==> config.mk <==
export PLATFORM = sky130hd
export DESIGN_NAME = pill_alarm_controller
export DESIGN_NICKNAME = d
export VERILOG_FILES = /design/src/rtl/pill_alarm_controller.sv
export SDC_FILE = /design/constraint.sdc
export NUM_CORES = 1
export LEC_CHECK = 0
export CAP_MARGIN = 20
export CORE_MARGIN = 2
export CORE_UTILIZATION = 51
export CTS_CLUSTER_SIZE = 8
export DETAILED_ROUTE_END_ITERATION = 7
export PLACE_DENSITY = 0.85
export SLEW_MARGIN = 20
export SYNTH_ARGS = -nofsm -noshare
export SYNTH_HDL_FRONTEND = slang
export SYNTH_SLANG_ARGS = --single-unit
==> constraint.sdc <==
create_clock -name clk -period 4.33 [get_ports clk]
set_clock_uncertainty 0.2 [all_clocks]
set_input_delay 0.866 -clock clk [delete_from_list [all_inputs] [get_ports clk]]
set_output_delay 0.866 -clock clk [all_outputs]
set_load 0.005 [all_outputs]
==> src/rtl/pill_alarm_controller.sv <==
// pill_alarm_controller: raises an alarm when any of the three pill
// countdowns reaches zero. It then waits for the patient's acknowledge,
// or counts the pending doses as missed after a minute-based timeout.
module pill_alarm_controller #(
  parameter int unsigned TIMEOUT_MIN = 10
) (
  input  logic        clk,
  input  logic        rst_n,
  input  logic [3:0]  state,
  input  logic [11:0] pill12And3Duration,
  input  logic [23:0] bitsFromClock,
  input  logic        ackButton,
  output logic        alarm,
  output logic        buzzer,
  output logic [2:0]  pendingPills,
  output logic [2:0]  takenPulse,
  output logic [7:0]  missedCount,
  output logic [1:0]  alarmState
);

  localparam int unsigned DUR_W   = 12;
  localparam int unsigned DIGIT_W = 4;
  localparam int unsigned CNT_W   = 6;
  localparam int unsigned MISS_W  = 8;
  localparam int unsigned SUM_W   = MISS_W + 1;
  localparam logic [3:0]  RUN_MODE = 4'd3;
  localparam logic [MISS_W-1:0] MISS_MAX = 8'd255;

  typedef enum logic [1:0] {
    S_DISABLED = 2'd0,
    S_WATCH    = 2'd1,
    S_RING     = 2'd2
  } fsm_t;

  fsm_t               fsm_q, fsm_d;
  logic [DUR_W-1:0]   prev_dur_q;
  logic [DIGIT_W-1:0] prev_sec_q;
  logic [DIGIT_W-1:0] prev_min_q;
  logic               ack_meta_q, ack_sync_q, ack_prev_q;
  logic [CNT_W-1:0]   cnt_q, cnt_d;
  logic [2:0]         pend_d, taken_d;
  logic               buzz_d;
  logic [MISS_W-1:0]  missed_d;

  logic [2:0]         due;
  logic               sec_tick, min_tick, ack_edge, run, timeout_hit;
  logic [SUM_W-1:0]   missed_sum;
  logic [MISS_W-1:0]  missed_sat;

  // Edge detectors: a countdown falling to zero, a digit changing, a button press
  always_comb begin
    due[2]   = (prev_dur_q[11:8] != 4'd0) && (pill12And3Duration[11:8] == 4'd0);
    due[1]   = (prev_dur_q[7:4]  != 4'd0) && (pill12And3Duration[7:4]  == 4'd0);
    due[0]   = (prev_dur_q[3:0]  != 4'd0) && (pill12And3Duration[3:0]  == 4'd0);
    sec_tick = bitsFromClock[3:0]  != prev_sec_q;
    min_tick = bitsFromClock[11:8] != prev_min_q;
    ack_edge = ack_sync_q & ~ack_prev_q;
    run      = (state == RUN_MODE);
  end

  // Timeout detection and saturating miss accumulation
  always_comb begin
    timeout_hit = min_tick && ((cnt_q + CNT_W'(1)) == CNT_W'(TIMEOUT_MIN));
    missed_sum  = SUM_W'(missedCount) + SUM_W'(pendingPills[2])
                + SUM_W'(pendingPills[1]) + SUM_W'(pendingPills[0]);
    missed_sat  = (missed_sum > SUM_W'(MISS_MAX)) ? MISS_MAX : missed_sum[MISS_W-1:0];
  end

  // Next-state and next-output logic
  always_comb begin
    fsm_d    = fsm_q;
    pend_d   = pendingPills;
    cnt_d    = cnt_q;
    buzz_d   = buzzer;
    taken_d  = 3'b000;
    missed_d = missedCount;

    if (!run) begin
      fsm_d  = S_DISABLED;
      pend_d = 3'b000;
      cnt_d  = '0;
      buzz_d = 1'b0;
    end else begin
      case (fsm_q)
        S_DISABLED: begin
          fsm_d  = S_WATCH;
          pend_d = 3'b000;
          cnt_d  = '0;
          buzz_d = 1'b0;
        end
        S_WATCH: begin
          cnt_d = '0;
          if (due != 3'b000) begin
            fsm_d  = S_RING;
            pend_d = due;
            buzz_d = 1'b1;
          end else begin
            pend_d = 3'b000;
            buzz_d = 1'b0;
          end
        end
        S_RING: begin
          pend_d = pendingPills | due;
          cnt_d  = min_tick ? (cnt_q + CNT_W'(1)) : cnt_q;
          buzz_d = sec_tick ? ~buzzer : buzzer;
          if (ack_edge || timeout_hit) begin
            // Ack takes priority over a coincident timeout
            if (ack_edge) begin
              taken_d = pendingPills;
            end else begin
              missed_d = missed_sat;
            end
            pend_d = due;
            cnt_d  = '0;
            if (due != 3'b000) begin
              fsm_d  = S_RING;
              buzz_d = 1'b1;
            end else begin
              fsm_d  = S_WATCH;
              buzz_d = 1'b0;
            end
          end
        end
        default: begin
          fsm_d  = S_DISABLED;
          pend_d = 3'b000;
          cnt_d  = '0;
          buzz_d = 1'b0;
        end
      endcase
    end
  end

  // FSM state register
  always_ff @(posedge clk or negedge rst_n) begin
    if (!rst_n) begin
      fsm_q <= S_DISABLED;
    end else begin
      fsm_q <= fsm_d;
    end
  end

  // Previous-value history and ack synchronizer, loaded every cycle
  always_ff @(posedge clk or negedge rst_n) begin
    if (!rst_n) begin
      prev_dur_q <= '0;
      prev_sec_q <= '0;
      prev_min_q <= '0;
      ack_meta_q <= 1'b0;
      ack_sync_q <= 1'b0;
      ack_prev_q <= 1'b0;
    end else begin
      prev_dur_q <= pill12And3Duration;
      prev_sec_q <= bitsFromClock[3:0];
      prev_min_q <= bitsFromClock[11:8];
      ack_meta_q <= ackButton;
      ack_sync_q <= ack_meta_q;
      ack_prev_q <= ack_sync_q;
    end
  end

  // Registered outputs and timeout counter
  always_ff @(posedge clk or negedge rst_n) begin
    if (!rst_n) begin
      alarm        <= 1'b0;
      buzzer       <= 1'b0;
      pendingPills <= 3'b000;
      takenPulse   <= 3'b000;
      missedCount  <= '0;
      cnt_q        <= '0;
    end else begin
      alarm        <= (fsm_d == S_RING);
      buzzer       <= buzz_d;
      pendingPills <= pend_d;
      takenPulse   <= taken_d;
      missedCount  <= missed_d;
      cnt_q        <= cnt_d;
    end
  end

  assign alarmState = fsm_q;

endmodule
# After elaboration in Yosys (flattened, before gate mapping)
# Cells that the tools add are included.
dict set report totals {
  in_bits 43
  reg_bits 47
}
dict set report op_classes {
  mux 23
  reduce_logical 14
  n_bitwise 5
  addsub 4
  n_eq_ne 9
  magnitude_cmp 1
}
# op count
set op_table {}
lappend op_table {{$mux W6} 4}
lappend op_table {{$mux W3} 7}
lappend op_table {{$add A9 B1 Y9} 2}
lappend op_table {{$logic_not A4 Y1} 3}
lappend op_table {{$reduce_bool A4 Y1} 3}
lappend op_table {{$add A8 B1 Y9} 1}
lappend op_table {{$gt A9 B8 Y1 const B} 1}
lappend op_table {{$mux W2} 4}
lappend op_table {{$mux W8} 1}
lappend op_table {{$ne A4 B4 Y1} 2}
lappend op_table {{$ne A4 B4 Y1 const B} 2}
lappend op_table {{$add A6 B1 Y6 const B} 1}
lappend op_table {{$eq A6 B4 Y1 const B} 1}
lappend op_table {{$pmux W2 S3} 1}
lappend op_table {{$pmux W3 S2} 1}
lappend op_table {{$eq A2 B2 Y1 const B} 2}
lappend op_table {{$eq A4 B2 Y1 const B} 1}
lappend op_table {{$logic_and A1 B1 Y1} 4}
lappend op_table {{$mux W1} 4}
lappend op_table {{$reduce_and A4 Y1} 1}
lappend op_table {{$not A1 Y1} 3}
lappend op_table {{$or A3 B3 Y3} 1}
lappend op_table {{$reduce_bool A3 Y1} 1}
lappend op_table {{$eq A2 B1 Y1 const B} 1}
lappend op_table {{other kinds (4)} 4}

# Logic depth before layout (Yosys ltp)
# Gate-level depths: netlist (run 1).
dict set report logic_depth {
  ltp_word 8
  ltp_mapped 9
  ltp_nobuf 9
}

# Least setup slack after synthesis (run 1)
# Ideal clock, no wire load.
dict set report synth_timing {
  kind {register -> register}
  start {register pendingPills[0]}
  end {register missedCount[3]}
  synth_period_minus_slack_ps 2765
  required_ps 4041
  arrival_time_ps 2476
  setup_time_ps 89
  stages_incl_launch_ff 10
  path_buffers 0
  setup_slack_ps 1565
  path_cell_list {dfrtp_1 fa_1 ha_1 inv_1 fa_1 nor3b_1 nand4_1 nand2b_1 a21oi_1 a41oi_1}
}
dict set report synth_via {
  elab_chain_len 3
}
# element line
set synth_lines {}
lappend synth_lines {{from (decl)} 15} ;# output logic [2:0] pendingPills,
lappend synth_lines {{from (signal assigned)} 174} ;# pendingPills <= pend_d;
lappend synth_lines {{$add A9 B1 Y9 *} 65} ;# + SUM_W'(pendingPills[1]) + SUM_W'(pendingPills[0]);
lappend synth_lines {{$gt A9 B8 Y1} 66} ;# missed_sat = (missed_sum > SUM_W'(MISS_MAX)) ? MISS_MAX : missed_sum[MISS_W-1:0];
lappend synth_lines {{$mux W8 *} 66}
lappend synth_lines {{to (signal assigned)} 176} ;# missedCount <= missed_d;
lappend synth_lines {{to (decl)} 17} ;# output logic [7:0] missedCount,
# Mark *: on every way between the ends. The rest lies on a longest branch, timed or not.
# A chain may end at the register's enable or synchronous reset.

# Worst setup path after layout (run 1)
# Ends and elaborated chain as after synthesis.

==> flow_summary.toml, run 1 <==
[route]
ant_nets = 0
drc = 0
firstDrtPassIters = 4
drt_wl_total_mm = 3.614
drtIter0Drc = 61
wl_per_cell_um = 12.73
vias_per_cell = 5.359
vias = 1522

[sta]
setup_viol = 0
tightest_slew_ns = 0.5624
rsz0062_at_grt = "no"
layout_min_cycle_time_ns = 3.099
relSlewSlack = 0.6251
fmax_ghz = 0.3227
setup-tns-final_ns = 0
fin_ws_ns = 1.231
fin_crit_sh = 0.7157
hold_viol = 0
maxSlewViolCount = 0

[floorplanning]
die_w_um = 68.37
core_mm2 = 0.004000
io_pins = 61
die_area_mm2 = 0.004674
die_h_um = 68.37
num_rows = 23
start_util = 0.5283

[synthesis]
synth.largest_area_cell = "dfrtp_1"
async_flop_share = 1.000
synth_top_area_frac = 0.5565
synth_ff_type = "dfrtp_1"
synth_fp_nets = 237
syn_area_mm2 = 0.002113
ys_ff_latch = 47
synth.distinct_cells = 43
yosysSeqAreaShare = 0.5565
synth_edf_count = 0
yosys_warnings = 0
syn_inst = 184
synthTopCellsByArea = "dfrtp_1 56%, ha_1 4.7%, xnor2_1 4.6%"
avgSynthCellArea_um2 = 11.49

[place]
dp_slack_ns = 1.263
placed_area_mm2 = 0.002604
port_buffers = 44
hpwl_mm = 2.648
gp_routability_congestion = 0.7921

[grt]
grt_max_degree = 48
antenna_found_initial = 0
grt_pass1_wl_mm = 6.044
grtUsageTotal = 0.1776
grt_pass1_vias = 1406
grt.overflow.total = 0

[setup_path]
crit_type = "flip-flop to flip-flop"
rr_startpoint = "pendingPills[0]$_DFF_PN0_"
cp_data_required_time_ns = 4.35
rr_worst_depth = 9
rrSetupSlack_ns = 1.23
cp_max_fo = 7
crit_path_start_kind = "flip-flop"
arrival_ns = 3.12
endpoint_kind = "flip-flop"
r2r_end = "missedCount[3]$_DFFE_PN0P_"

[clock_network]
cts_root_buffer = "clkbuf_8"
cts_made_buffers = 5
htreeDepth = 2
cts_tree = "done"
cts_resized = 0
clockBufferDepth = 2
hold_buffers = 0
clk_pin_slew_ns = 0.09
clock_latency_ns = 0.30
cts.sinks = 47
cts_setup_buffers = 0

[hold_path]
hold_depth = 0
hp-class = "flip-flop to flip-flop"
min_from = "ack_meta_q$_DFF_PN0_"
holdPathEnd = "ack_sync_q$_DFF_PN0_"

[outcome]
status = "completed"

[power_and_ir_drop]
p_leak_nw = 1.105
ir_drop_mv = 0.3043
power_mw = 0.8218
power_density_mw_per_mm2 = 302.3

[cells_and_area]
area_delta_synth_final_pct = 28.66
drive_gt1_frac = 0.07692
antenna_cells = 0
finalNetCount = 286
fin_area_mm2 = 0.002719
finalCoreUtilization = 0.6797

[job]
max_cap_viol_count = 0
## area by class of cell
cell class	instances	area, um2
fill	310	1281
sequential	47	1176
multi-input combinational	125	892.1
timing repair buffer	44	437.9
clock buffer	5	68.82
tap	50	62.56
clock inverter	3	43.79
inverter	10	37.54
## cells in the mapped netlist (all sizes together) (3+ instances only)
cell / number
nor3: 3
ha: 8
and2: 4
o21ai: 4
xnor2: 11
dfrtp: 47
a31oi: 5
nor2b: 5
xor2: 3
nand2b: 3
inv: 10
or4: 3
a21oi: 8
nand2: 11
a211oi: 3
nand4: 7
nor4: 4
nor2: 15
nand3: 8
## power breakdown
part	total, mW	switching (mW)	internal [mW]
Clock	0.316	0.144	0.172
Sequential	0.453	0.00395	0.449
Combinational	0.0521	0.0225	0.0296
Total	0.822	0.171	0.651
## critical path: stages, from the launching register on
cell and delay (ns):
dfrtp_1 0.45, fa_1 0.57, ha_1 0.17, inv_1 0.05
fa_1 0.40, nor3b_1 0.44, nand4_1 0.34, nand2b_1 0.17
a21oi_1 0.08, a41oi_1 0.16
## registers in the layout, summed over array words and instances, names as in the netlist
| name | cells |
|---|---|
| ack_meta_q | 1 |
| ack_prev_q | 1 |
| ack_sync_q | 1 |
| alarm | 1 |
| alarmState | 2 |
| buzzer | 1 |
| cnt_q | 6 |
| missedCount | 8 |
| pendingPills | 3 |
| prev_dur_q | 12 |
| prev_min_q | 4 |
| prev_sec_q | 4 |
| takenPulse | 3 |
## through the flow
step | std cells | hold slack (ns)
floorplan | 184 | 0.1312
detailed placement | 276 | 0.1386
global placement | 276 | 0.1326
finish | 284 | 0.1564
CTS | 284 | 0.1580
global route | 284 | 0.1675
## placed cells by master (no fill, tap or decap), drive strengths merged, types with 4 or more instances in the layout
cell type / Yosys / layout
xnor2: 11 / 11
nand4: 7 / 7
nor2b: 5 / 5
nand2: 11 / 11
ha: 8 / 8
o21ai: 4 / 4
a21oi: 8 / 8
nor2: 15 / 15
clkbuf: 2 / 5
inv: 10 / 10
clkdlybuf4s50: 0 / 43
nand3: 8 / 8
nor4: 4 / 4
dfrtp: 47 / 47
and2: 4 / 4
a31oi: 5 / 5
## how the worst max path moves through the flow
stage / from / end
floorplan: pendingPills[0]$_DFF_PN0_ / missedCount[3]$_DFFE_PN0P_
global placement: state[1] / missedCount[5]$_DFFE_PN0P_
detailed placement: state[0] / missedCount[5]$_DFFE_PN0P_
CTS: pendingPills[0]$_DFF_PN0_ / missedCount[3]$_DFFE_PN0P_
global route: pendingPills[0]$_DFF_PN0_ / missedCount[3]$_DFFE_PN0P_
finish: pendingPills[0]$_DFF_PN0_ / missedCount[3]$_DFFE_PN0P_
## routing by layer
metal	vias up	track usage	wire (um)
li1	744	-	-
met1	720	0.2137	1544
met2	50	0.2937	1784
met3	8	0.05428	204
met4	0	0.07750	81
met5	-	0	0
## logic make-up after synthesis
| logic type | share of synthesized area |
|---|---|
| compound gates | 0.09533 |
| simple gates | 0.1853 |
| flops | 0.5565 |
| mux | 0.01717 |
| fa+ha+maj | 0.06631 |
| buf+inv | 0.02132 |
| xor+xnor | 0.05802 |
(Power assumes the default switching activity.)
==> inputs of run 2 (changes only) <==
CORE_UTILIZATION = 42   (was 51)
PLACE_DENSITY = 0.75   (was 0.85)
clock period = 2.5 ns   (was 4.33 ns; I/O delays follow)
==> run 2 against run 1 <==
- the run now ends with negative setup slack left
- final cell count increased by 13%
- wire length is 4.3% higher
- global-route usage down 2.4 points
- combinational power grew 85%
- sequential power increased by 74%
- die area is 20% higher
- cell area rose by 6.8%
- worst hold slack worse by 0.096 ns
- critical endpoint is now missedCount[5]$_DFFE_PN0P_
- largest power group unchanged
==> flow_summary.toml, run 2 (same netlist as run 1, synthesis figures left out) <==
[setup_path]
arrival_ns = 2.59
cp_max_fo = 4
rrSetupSlack_ns = -0.05
endpoint_kind = "flip-flop"
r2r_end = "missedCount[5]$_DFFE_PN0P_"
cp_data_required_time_ns = 2.54
crit_type = "flip-flop to flip-flop"
rr_worst_depth = 9
rr_startpoint = "pendingPills[0]$_DFF_PN0_"
crit_path_start_kind = "flip-flop"

[cells_and_area]
finalNetCount = 305
fin_area_mm2 = 0.002904
final_cell_mix = "47 x dfrtp_1, 43 x clkdlybuf4s50_1, 19 x buf_4"
nFillCells = 389
finalCoreUtilization = 0.6068
largest_register_ffs = 12
drive_gt1_frac = 0.1700
final_common_cell = "dfrtp_1"
top_register = "prev_dur_q"
antenna_cells = 0
top_regs = "prev_dur_q x12, missedCount x8, cnt_q x6"
area_delta_synth_final_pct = 37.42

[sta]
maxSlewViolCount = 0
rsz0062_at_grt = "yes"
layout_min_cycle_time_ns = 2.546
hold_viol = 0
fin_ws_ns = -0.04556
fin_crit_sh = 1.018
relSlewSlack = 0.6232
setup_viol = 4
tightest_slew_ns = 0.5653
fmax_ghz = 0.3928

[clock_network]
clk_pin_slew_ns = 0.08
cts_root_buffer = "clkbuf_8"
cts_made_buffers = 5
cts_tree = "done"
clock_latency_ns = 0.30
hold_buffers = 0
cts.sinks = 47
clockBufferDepth = 2
htreeDepth = 2

[place]
port_buffers = 44
dp_slack_ns = -0.07729
gp_routability_congestion = 0.7878
hpwl_mm = 2.821
placed_area_mm2 = 0.002768

[floorplanning]
start_util = 0.4416
core_mm2 = 0.004786
num_rows = 25
die_w_um = 74.94
die_area_mm2 = 0.005615
io_pins = 61
die_h_um = 74.94

[route]
vias_per_cell = 4.888
ant_nets = 0
vias = 1564
drc = 0
drt_wl_total_mm = 3.768
drtIter0Drc = 47
wl_per_cell_um = 11.78
firstDrtPassIters = 4

[grt]
grt_pass1_wl_mm = 6.465
antenna_found_initial = 0
grt_pass1_vias = 1522
grt_max_degree = 48
grt.overflow.total = 0
grtUsageTotal = 0.1536

[job]
max_cap_viol_count = 0

[outcome]
status = "finished with violations"
violations = "negative setup slack"

[power_and_ir_drop]
p_leak_nw = 1.203
ir_drop_mv = 0.3597
power_density_mw_per_mm2 = 500.9

[hold_path]
hp-class = "input port to async pin"
run 2: worst max path at each step:
stage / from / end / slack, ns / cells past startpoint
after floorplan: pendingPills[0]$_DFF_PN0_ / missedCount[3]$_DFFE_PN0P_ / -0.08 / 9
after global placement: pill12And3Duration[9] / buzzer$_DFFE_PN0P_ / -0.05 / 7
after detailed placement: pill12And3Duration[1] / buzzer$_DFFE_PN0P_ / -0.08 / 7
after CTS: pendingPills[0]$_DFF_PN0_ / missedCount[5]$_DFFE_PN0P_ / -0.06 / 9
after global routing: pendingPills[0]$_DFF_PN0_ / missedCount[4]$_DFFE_PN0P_ / -0.20 / 9
final: pendingPills[0]$_DFF_PN0_ / missedCount[5]$_DFFE_PN0P_ / -0.05 / 9
run 2: cell type report:
cell class                 count  area (um2)  area share
clock buffer                   6       82.58     0.02844
clock inverter                 2       35.03     0.01206
inverter                      10       37.54     0.01293
multi-input combinational    125       910.9      0.3137
sequential                    47        1176      0.4050
tap                           67       83.83     0.02887
timing repair buffer          63       578.1      0.1991
run 2: per-stage QoR:
stage	total power [mW]	hold slack (ns)	TNS [ns]	instances
finish	1.455	0.06009	-0.1291	320
global route	1.517	0.1305	-1.019	320
CTS	1.473	0.09803	-0.1678	321
detailed placement	0.9002	0.1378	-0.2806	311
global placement	0.8965	0.1357	-0.1704	311
floorplan	0.8278	0.004409	-0.08163	184
run 2: repair_timing:
action / in CTS / in global routing
endpoints found under the setup margin: 6 / 8
resized for setup: 4 / 1
pin swaps: 4 / 1
setup buffers: 2 / 0
run 2: worst max-delay path: stages, from the launching register on:
cell,delay [ns]
dfrtp_1,0.40
fa_1,0.54
ha_2,0.19
inv_2,0.04
fa_2,0.34
nor3b_2,0.19
nand4_1,0.19
buf_4,0.21
nand2_2,0.06
mux2_4,0.13
run 2: per-layer routing:
metal | GRT usage | wire (um) | vias to the layer above
met1 | 0.1937 | 1714 | 736
met2 | 0.2485 | 1775 | 41
li1 | - | - | 781
met5 | 0 | 0 | -
met3 | 0.04418 | 212 | 6
met4 | 0.06349 | 65 | 0
run 2: power breakdown:
part           leakage [nW]  total, mW  internal (mW)  switching [mW]
registers             0.598      0.786          0.779         0.00699
clock network        0.0612      0.573          0.324           0.249
logic                 0.543     0.0964         0.0561          0.0404
